[src/rtl/pla_al2_encoder.sv]
// Three-field one-hot priority encoder feeding a small output FIFO.
// Each entry carries the codes plus per-field error flags; a saturating counter tracks error beats.
module pla_al2_encoder #(
  parameter int FIFO_DEPTH = 4,
  parameter int ERRCNT_W   = 8
) (
  input  logic                        clk,
  input  logic                        rst_n,
  input  logic                        in_valid,
  output logic                        in_ready,
  input  logic [15:0]                 sel_a,
  input  logic [15:0]                 sel_b,
  input  logic [7:0]                  sel_c,
  output logic                        out_valid,
  input  logic                        out_ready,
  output logic [3:0]                  code_a,
  output logic [3:0]                  code_b,
  output logic [2:0]                  code_c,
  output logic [2:0]                  out_err,
  input  logic                        err_clr,
  output logic [ERRCNT_W-1:0]         err_cnt,
  output logic [$clog2(FIFO_DEPTH):0] fifo_level
);

  localparam int PW = $clog2(FIFO_DEPTH);
  localparam int LW = PW + 1;
  localparam int EW = 14;

  // Lowest set bit wins; an all-zero field encodes to 0.
  function automatic logic [3:0] enc16(input logic [15:0] v);
    logic [3:0] c;
    c = 4'd0;
    for (int i = 15; i >= 0; i--) begin
      if (v[i]) begin
        c = 4'(i);
      end
    end
    return c;
  endfunction

  function automatic logic bad16(input logic [15:0] v);
    return (v == 16'd0) || ((v & (v - 16'd1)) != 16'd0);
  endfunction

  logic [EW-1:0]       mem_q [FIFO_DEPTH];
  logic [EW-1:0]       head_q, head_d;
  logic [LW-1:0]       level_q, level_d;
  logic [PW-1:0]       wr_ptr_q, wr_ptr_d, rd_ptr_q, rd_ptr_d, rd_next_s;
  logic                ready_q, ready_d, valid_q, valid_d;
  logic [ERRCNT_W-1:0] err_cnt_q, err_cnt_d;
  logic [3:0]          enc_c_wide_s;
  logic [2:0]          err_s;
  logic [EW-1:0]       wr_entry_s;
  logic                push_s, pop_s;

  // Encode the incoming beat and compute all next-state values.
  always_comb begin
    enc_c_wide_s = enc16({8'd0, sel_c});
    err_s        = {bad16({8'd0, sel_c}), bad16(sel_b), bad16(sel_a)};
    wr_entry_s   = {err_s, enc_c_wide_s[2:0], enc16(sel_b), enc16(sel_a)};
    push_s       = in_valid & ready_q;
    pop_s        = valid_q & out_ready;
    rd_next_s    = rd_ptr_q + PW'(1);
    level_d      = level_q;
    wr_ptr_d     = wr_ptr_q;
    rd_ptr_d     = rd_ptr_q;
    head_d       = head_q;
    err_cnt_d    = err_cnt_q;

    case ({push_s, pop_s})
      2'b10:   level_d = level_q + LW'(1);
      2'b01:   level_d = level_q - LW'(1);
      default: level_d = level_q;
    endcase

    if (push_s) begin
      wr_ptr_d = wr_ptr_q + PW'(1);
    end else begin
      wr_ptr_d = wr_ptr_q;
    end

    if (pop_s) begin
      rd_ptr_d = rd_next_s;
    end else begin
      rd_ptr_d = rd_ptr_q;
    end

    // The head register mirrors the oldest entry so outputs never see the RAM read path.
    if (level_d == LW'(0)) begin
      head_d = '0;
    end else if (pop_s) begin
      if (level_q == LW'(1)) begin
        head_d = wr_entry_s;
      end else begin
        head_d = mem_q[rd_next_s];
      end
    end else if (level_q == LW'(0)) begin
      head_d = wr_entry_s;
    end else begin
      head_d = head_q;
    end

    if (err_clr) begin
      err_cnt_d = '0;
    end else if (push_s && (err_s != 3'd0) && (err_cnt_q != {ERRCNT_W{1'b1}})) begin
      err_cnt_d = err_cnt_q + ERRCNT_W'(1);
    end else begin
      err_cnt_d = err_cnt_q;
    end

    ready_d = (level_d != LW'(FIFO_DEPTH));
    valid_d = (level_d != LW'(0));
  end

  // Control state; ready stays low in reset and rises on the first edge after release.
  always_ff @(posedge clk or negedge rst_n) begin
    if (!rst_n) begin
      level_q   <= '0;
      wr_ptr_q  <= '0;
      rd_ptr_q  <= '0;
      head_q    <= '0;
      ready_q   <= 1'b0;
      valid_q   <= 1'b0;
      err_cnt_q <= '0;
    end else begin
      level_q   <= level_d;
      wr_ptr_q  <= wr_ptr_d;
      rd_ptr_q  <= rd_ptr_d;
      head_q    <= head_d;
      ready_q   <= ready_d;
      valid_q   <= valid_d;
      err_cnt_q <= err_cnt_d;
    end
  end

  // Storage needs no reset: level and pointers decide what is visible.
  always_ff @(posedge clk) begin
    if (push_s) begin
      mem_q[wr_ptr_q] <= wr_entry_s;
    end
  end

  assign in_ready   = ready_q;
  assign out_valid  = valid_q;
  assign code_a     = head_q[3:0];
  assign code_b     = head_q[7:4];
  assign code_c     = head_q[10:8];
  assign out_err    = head_q[13:11];
  assign err_cnt    = err_cnt_q;
  assign fifo_level = level_q;

endmodule

[config.mk]
export PLATFORM = sky130hd
export DESIGN_NAME = pla_al2_encoder
export DESIGN_NICKNAME = d
export VERILOG_FILES = /design/src/rtl/pla_al2_encoder.sv
export SDC_FILE = /design/constraint.sdc
export NUM_CORES = 1
export LEC_CHECK = 0
export BUFFER_PORTS_ARGS = -buffer_cell sky130_fd_sc_hd__buf_2
export CORE_MARGIN = 1
export CORE_UTILIZATION = 25
export DETAILED_ROUTE_END_ITERATION = 10
export PLACE_DENSITY_LB_ADDON = 0.12
export SYNTH_ARGS = -nofsm -noshare
export SYNTH_HDL_FRONTEND = slang
export SYNTH_SLANG_ARGS = --single-unit
[constraint.sdc]
create_clock -name clk -period 2.3 [get_ports clk]
set_clock_uncertainty 0.1 [all_clocks]
set_input_delay 0.46 -clock clk [delete_from_list [all_inputs] [get_ports clk]]
set_output_delay 0.46 -clock clk [all_outputs]
set_load 0.01 [all_outputs]
Word-level counts from Yosys, hierarchy flattened:

Memories as Yosys holds them, arrays and structs flattened.
Cells that the tools add are included.

* register bits after elaboration: 31
* bits in latches: 0
* RAM bits: 56
* memory bits (read-only): 0
* input port bits: 45
* logic and storage cells: 92
* memories: 1

* add/sub/neg operators: 8
* multiply operators: 0
* div/mod/pow operators: 0
* $lt $le $gt $ge: 0
* equal/unequal tests: 5
* shift-type cells: 0
* muxes and demuxes: 49
* bitwise logic cells: 5
* reduce and logical (&&, ||, !) cells: 17

Memory list
* mem_q: depth 4, width 14, rd ports 1, clocked after Yosys merged registers in 0, wr ports 1, RTL line 45 `logic [EW-1:0] mem_q [FIFO_DEPTH];`

Operator list (number)
* $mux 4: 32
* $mux 14: 4
* $reduce_bool 16->1: 3
* $and 16x16->16: 2
* $logic_not 16->1: 2
* $sub 16x1->16 const B: 2
* $mux 3: 8
* $and 8x16->16: 1
* $mux 8: 2
* $reduce_bool 3->1: 3
* $sub 8x1->9 const B: 1
* $add 8x1->8 const B: 1
* $logic_not 8->1: 1
* $ne 8x8->1 const B: 1
* $logic_not 3->1: 2
* $pmux 3 s2: 1
* $add 2x1->2 const B: 2
* $add 3x1->3 const B: 1
* $eq 3x1->1 const B: 1
* $logic_or 1x1->1: 3
* $ne 3x3->1 const B: 1
* $sub 3x1->3 const B: 1
* $and 1x1->1: 2
* $eq 2x1->1 const B: 1
* other kinds (4): 6

Longest topological paths before layout:

Gate-level depths: netlist of run 1.

* depth in word-level cells: 19
* depth in mapped cells: 10
* depth with buffers taken out: 9

Worst setup path after synthesis of run 1:

Ideal clock, no wire load.

* path type: input to register
* from: input port sel_b[3]
* to: register err_cnt_q[1] (netlist: err_cnt[1])
* data arrival time: 2.774 ns
* data required time: 2.072 ns
* path slack: -0.702 ns
* stages: 9
* path buffers: 2
* path through: or4_1 > buf_2 > a2111oi_4 > nor3_1 > or4_4 > o31ai_4 > buf_6 > mux2i_1 > nor2_1

* longest elaborated chain between the ends: 8
* elaborated cells on any way between the ends: 9
* those cells by class: add/sub (1); bitwise (1); reduce/logical (7)

RTL lines
* from (decl): RTL line 12 `input logic [15:0] sel_b,`
* $sub 16x1->16: RTL line 42 `return (v == 16'd0) || ((v & (v - 16'd1)) != 16'd0);`
* $and 16x16->16: RTL line 42
* $reduce_bool 16->1: RTL line 42
* $logic_or 1x1->1 (*): RTL line 42
* net err_s[1]: RTL line 52 `logic [2:0] err_s;`
* $reduce_bool 3->1 (*): RTL line 105 `end else if (push_s && (err_s != 3'd0) && (err_cnt_q != {ERRCNT_W{1'b1}})) begin`
* $logic_and 1x1->1 (*) (2 in a row): RTL line 105
* $reduce_bool 2->1 (no source line) (*)
* to (signal assigned): RTL line 132 `err_cnt_q <= err_cnt_d;`
* to (decl): RTL line 50 `logic [ERRCNT_W-1:0] err_cnt_q, err_cnt_d;`

Mark *: on every way through the listed nets, which the timed path passes. The rest lies on a longest branch.
A chain may end at the register's enable or synchronous reset.

Worst setup path in the final report of run 1:

Ends and elaborated chain as after synthesis.

==> results.yml, run 1 <==
setup_path:
  cp.buffers_inverters: 2
  required_ns: 2.43
  crit_type: "in2reg"
  cp-start-kind: "primary input"
  critPathCaptureType: "flip-flop"
  slowest_stage: "or4_4"
  crit_family: "simple AND/OR/NAND/NOR gates"
  critical-path-max-stage-delay_ns: 0.59
  cp.arrival_ns: 2.64
  crit_fanout: 14
  crit_chain: "buf_6, or4_4, a2111oi_4, nor3_1, or4_4, o31ai_4, buf_12, mux2i_1, nor2_1"
  critPathMostFrequentCell: "or4_4"
synth:
  synthTopCellsByArea: "edfxtp_1 (38%), dfrtp_1 (17%), mux4_2 (7.1%), nor2_1 (3.6%), mux2i_1 (3.4%)"
  synth_edf_count: 56
  ys.warnings.count: 0
  synth_nets: 425
  synth_area_leader_cell: "edfxtp_1"
  ys_seq_area_share_pct: 55.3
  netlist.area_leader.share_pct: 37.8
  ys_ff_latch: 87
  yosys.cell_types.count: 42
  syn_avg_cell_area_um2: 12.0
  syn-cell-area_mm2: 0.00444
  ys_async_sr_fraction_pct: 35.6
  synthFlopType: "edfxtp_1"
  synthCells: 369
grt:
  overflow: 0
  antenna_found_initial: 0
  grt_pass1_wl_mm: 17.3
  grt_max_degree: 32
  grt_usage_pct: 12.6
  first_global_vias: 3441
clocking:
  root_buffer: "clkbuf_16"
  cts_inserted_buffers: 9
  worst_skew_pair.late_latency_ns: 0.35
  cts_sinks: 87
  cts_buffer_depth: 2
  clkSlewWorstSetupHoldPaths_ns: 0.07
  cts_tree: "built"
  htree_levels: 3
floorplan:
  start_util_pct: 25.7
  die-area_mm2: 0.0183
  core_region_area_mm2: 0.0173
  die_h_um: 135
  die_x_um: 135
  io_pins: 72
  row_count: 48
final_layout:
  final_common_cell: "buf_4"
  drive_gt1_share_pct: 38.5
  antenna_cells: 0
  nets: 583
  syn2layout_area_growth_pct: 37.4
  utilization_pct: 35.3
  final_cell_mix: "buf_4 (84), buf_2 (70), edfxtp_1 (56)"
timing:
  fin_setup_tns_ns: -1.37
  min_period_ns: 2.51
  rsz0062_at_grt: "yes"
  hold_violations: 0
  tightest_slew_ns: 0.798
  fin_ws_ns: -0.214
  setup-violations-final: 9
  max_freq_mhz: 398
  slew_violations: 0
  relSlewSlack_pct: 46.8
  fin_crit_sh_pct: 109
routing:
  drt-total-wl_mm: 10.9
  wire_per_inst_um: 14.4
  drc: 0
  vias_per_cell: 4.63
  vias: 3508
  postRouteAntennaNets: 0
  drtIter0Drc: 125
  dr.pass1.iters: 4
placement:
  io_buffer_count: 71
  pre_cts_ws_ns: -0.603
  dp_hpwl_mm: 7.88
  gp_congestion: 0.734
pwr:
  powerDensity_mw_per_mm2: 951
  power_mw: 5.81
  ir_drop_mv: 0.461
  p_leak_nw: 2.44
run:
  maxCapViolCount: 0
run_status:
  status: "finished with violations"
  violations: "setup timing"
worst_hold_path:
  hold_path_class: "in2async"
-- cells in the mapped netlist (3+ instances only) --
master / n
edfxtp_1: 56
nor2_1: 43
dfrtp_1: 31
a21oi_1: 18
nand2_1: 18
nor3_1: 18
inv_1: 17
a211oi_1: 16
mux2i_1: 15
mux4_2: 14
ha_1: 11
or4_1: 10
clkbuf_1: 9
nor4_1: 8
o31ai_1: 8
o21ai_0: 7
a2111oi_0: 6
nor2b_1: 6
or3_1: 6
and3_1: 4
maj3_1: 4
nand3_1: 4
a31oi_1: 3
nand2b_1: 3
nand4_1: 3
o21ai_1: 3
o21bai_1: 3
o22ai_1: 3
xnor2_1: 3
-- where the power goes --
part | switching, mW | internal (mW)
clock | 0.665 | 0.758
sequential | 0.190 | 2.04
combinational | 1.13 | 1.02
-- final cells by class --
cell class / count / area, um^2
timing repair buffer: 160 / 1080
inverter: 17 / 63.8
clock inverter: 7 / 67.6
multi-input combinational: 252 / 1930
tap: 225 / 282
fill: 1754 / 11200
clock buffer: 9 / 225
sequential: 87 / 2460
-- worst paths after layout --
| path | cells past startpoint | start | end | slack, ns |
|---|---|---|---|---|
| max in group asynchronous | 1 | rst_n | fifo_level[1] | 1.49 |
| worst max register to register | 7 | out_valid | head_q[0] | 0.20 |
| worst min register to register | 1 | wr_ptr_q[0] | wr_ptr_q[0] | 0.44 |
| worst min-delay path | 1 | rst_n | head_q[10] | 0.1 |
| worst max-delay path | 9 | sel_b[3] | err_cnt[1] | -0.21 |
| min in group clk | 2 | err_clr | err_cnt[5] | 0.28 |
-- layer usage --
layer,up-vias,wire (um),GRT usage [%],part of all wire (%)
li1,1755,-,-,-
met1,1666,5040,15.5,46
met2,74,5350,21.8,49
met3,13,319,1.91,2.9
met4,0,202,5.18,1.9
met5,-,0,0,0
-- through the flow --
step                cells  area (um^2)  hold WS [ns]
detailed placement    739         5770         0.428
global placement      739         5770         0.427
floorplan             369         4490        0.0644
finish                757         6100        0.0998
global route          757         6100         0.162
CTS                   756         6090         0.121
-- registers in the layout (all words and copies together), names as in the netlist --
name	cells
mem_q	56
head_q	14
err_cnt	8
fifo_level	3
rd_ptr_q	2
wr_ptr_q	2
in_ready	1
out_valid	1
-- what timing repair did --
item / 4_1_cts / 5_1_grt
buffers inserted: 1 / 1
gates cloned: 0 / 0
hold buffers: 0 / 0
endpoints found under the setup margin: 9 / 10
resized for setup: 4 / 4
pin swaps: 2 / 1
-- logic make-up (layout without fill, tap and decap cells) --
group / after synthesis / count (layout) / share of synthesized area (%)
mux: 29 / 29 / 10.5
fa+ha+maj: 15 / 15 / 4.00
flops: 87 / 87 / 55.3
compound gates: 78 / 78 / 12.6
buf+inv: 30 / 193 / 2.73
simple gates: 126 / 126 / 14.1
xor+xnor: 4 / 4 / 0.789
Power figures use the tool's default switching activity.
==> run 2, diff against run 1 <==
--- a/config.mk
+++ b/config.mk
@@ -7,9 +7,10 @@
 export LEC_CHECK = 0
 export BUFFER_PORTS_ARGS = -buffer_cell sky130_fd_sc_hd__buf_2
 export CORE_MARGIN = 1
-export CORE_UTILIZATION = 25
+export CORE_UTILIZATION = 51
+export CTS_CLUSTER_DIAMETER = 150
 export DETAILED_ROUTE_END_ITERATION = 10
-export PLACE_DENSITY_LB_ADDON = 0.12
+export PLACE_DENSITY_LB_ADDON = 0.08
 export SYNTH_ARGS = -nofsm -noshare
 export SYNTH_HDL_FRONTEND = slang
 export SYNTH_SLANG_ARGS = --single-unit
==> run 2 against run 1 <==
The run still ends with setup timing left; flip-flop and latch count stayed put; count of clock-buffer cells in the layout up 2; power shrank 6.9%; routed wire length is 16% lower; first-iteration DRC count is 28% higher; combinational power decreased by 3%; final cell count decreased by 17%; maximum frequency grew 0.75%; largest power group unchanged.
==> results.yml, run 2 (synthesis gave the netlist of run 1 again) <==
grt:
  grt_usage_pct: 21.6
  first_global_vias: 3204
  overflow: 0
  antenna_found_initial: 0
  grt_max_degree: 32
  grt_pass1_wl_mm: 14.6
routing:
  dr.pass1.iters: 4
  wire_per_inst_um: 14.7
  vias: 3464
  drt-total-wl_mm: 9.16
  drc: 0
  postRouteAntennaNets: 0
  drtIter0Drc: 160
  vias_per_cell: 5.54
pwr:
  power_mw: 5.41
  ir_drop_mv: 0.490
  powerDensity_mw_per_mm2: 934
  p_leak_nw: 2.35
floorplan:
  die_x_um: 95.3
  core_region_area_mm2: 0.00834
  die-area_mm2: 0.00909
  io_pins: 72
  start_util_pct: 53.3
  row_count: 33
  die_h_um: 95.3
final_layout:
  largest_reg_flops: 56
  nets: 571
  drive_gt1_share_pct: 36.5
  final_common_cell: "buf_4"
  utilization_pct: 69.4
  antenna_cells: 0
  final_cell_mix: "buf_4 (73), buf_2 (70), edfxtp_1 (56)"
  max_flop_register: "mem_q"
  fill_cells: 630
  seqCellArea_mm2: 0.00246
  multi_input_area_mm2: 0.00193
  final_area_mm2: 0.00579
  syn2layout_area_growth_pct: 30.3
placement:
  dpl_cell_area_mm2: 0.00554
  gp_congestion: 0.863
  io_buffer_count: 71
  dp_hpwl_mm: 6.56
clocking:
  cts_tree: "built"
  cts_buffer_depth: 2
  htree_levels: 3
  worst_skew_pair.late_latency_ns: 0.35
  cts_sinks: 87
  hold_buffers: 0
  cts_inserted_buffers: 9
  root_buffer: "clkbuf_8"
  clkSlewWorstSetupHoldPaths_ns: 0.08
timing:
  hold_violations: 0
  slew_violations: 0
  fin_ws_ns: -0.195
  holdWs_ns: 0.0677
  setup-violations-final: 8
  relSlewSlack_pct: 50.0
  rsz0062_at_grt: "yes"
  max_freq_mhz: 401
  fin_crit_sh_pct: 108
  min_period_ns: 2.49
  tightest_slew_ns: 0.750
setup_path:
  critPathCaptureType: "flip-flop"
  crit_type: "in2reg"
  cp-start-kind: "primary input"
  cp.arrival_ns: 2.64
  crit_fanout: 14
  required_ns: 2.44
run:
  maxCapViolCount: 0
run_status:
  violations: "setup timing"
  status: "finished with violations"
worst_hold_path:
  hold_path_class: "in2async"
==> run 2: changes by cell type in the layout (fill, tap and decap cells not counted), sizes merged <==
cell    change
clkinv      -1
buf        -12
bufinv      +2
inv         -3
clkbuf      +2
==> run 2: final timing paths <==
kind / start / endpoint / slack (ns) / depth (start not counted)
setup reg to reg: in_ready / head_q[7] / 0.22 / 10
hold / removal: rst_n / rd_ptr_q[1] / 0.07 / 1
hold reg to reg: wr_ptr_q[0] / wr_ptr_q[0] / 0.44 / 1
setup / recovery: sel_b[3] / err_cnt[1] / -0.19 / 9
max in group asynchronous: rst_n / wr_ptr_q[0] / 1.56 / 1
min in group clk: err_clr / err_cnt[4] / 0.27 / 2
==> run 2: timing repair <==
item	4_1_cts	5_1_grt
cloned	0	0
pin swaps	1	0
buffers inserted	1	0
resized for setup	4	4
endpoints found under the setup margin	8	10
==> run 2: metrics by stage <==
stage          setup TNS (ns)  setup slack (ns)  instances
4_1_cts                -0.879            -0.179        625
2_1_floorplan           -3.25            -0.459        369
3_3_place_gp            -5.45            -0.549        608
3_5_place_dp            -6.15            -0.609        608
6_report                -1.05            -0.195        625
5_1_grt                 -1.76            -0.272        625
==> run 2: layout make-up <==
class                      count  area share [%]
clock inverter                 5            1.23
multi-input combinational    252            33.4
clock buffer                  11            2.44
timing repair buffer         148            17.1
tap                          105            2.27
sequential                    87            42.5
inverter                      17            1.10
==> run 2: where the power goes <==
part / switching [mW] / internal, mW / total, mW
clock: 0.505 / 0.631 / 1.14
sequential: 0.150 / 2.04 / 2.19
combinational: 1.10 / 0.972 / 2.08
==> run 2: routing by layer <==
layer / GRT usage [%] / wire length [um] / part of all wire [%] / vias to the layer above
li1: - / - / - / 1725
met3: 3.43 / 322 / 3.5 / 17
met2: 35.6 / 4430 / 48 / 88
met4: 11.1 / 214 / 2.3 / 0
met5: 0 / 0 / 0 / -
met1: 27.6 / 4200 / 46 / 1634
==> run 2: critical path, cell delays in order <==
cell	delay [ns]
buf_6	0.09
or4_4	0.59
a2111oi_4	0.31
nor3_1	0.08
or4_4	0.47
o31ai_4	0.23
buf_12	0.16
mux2i_1	0.19
nor2_1	0.06
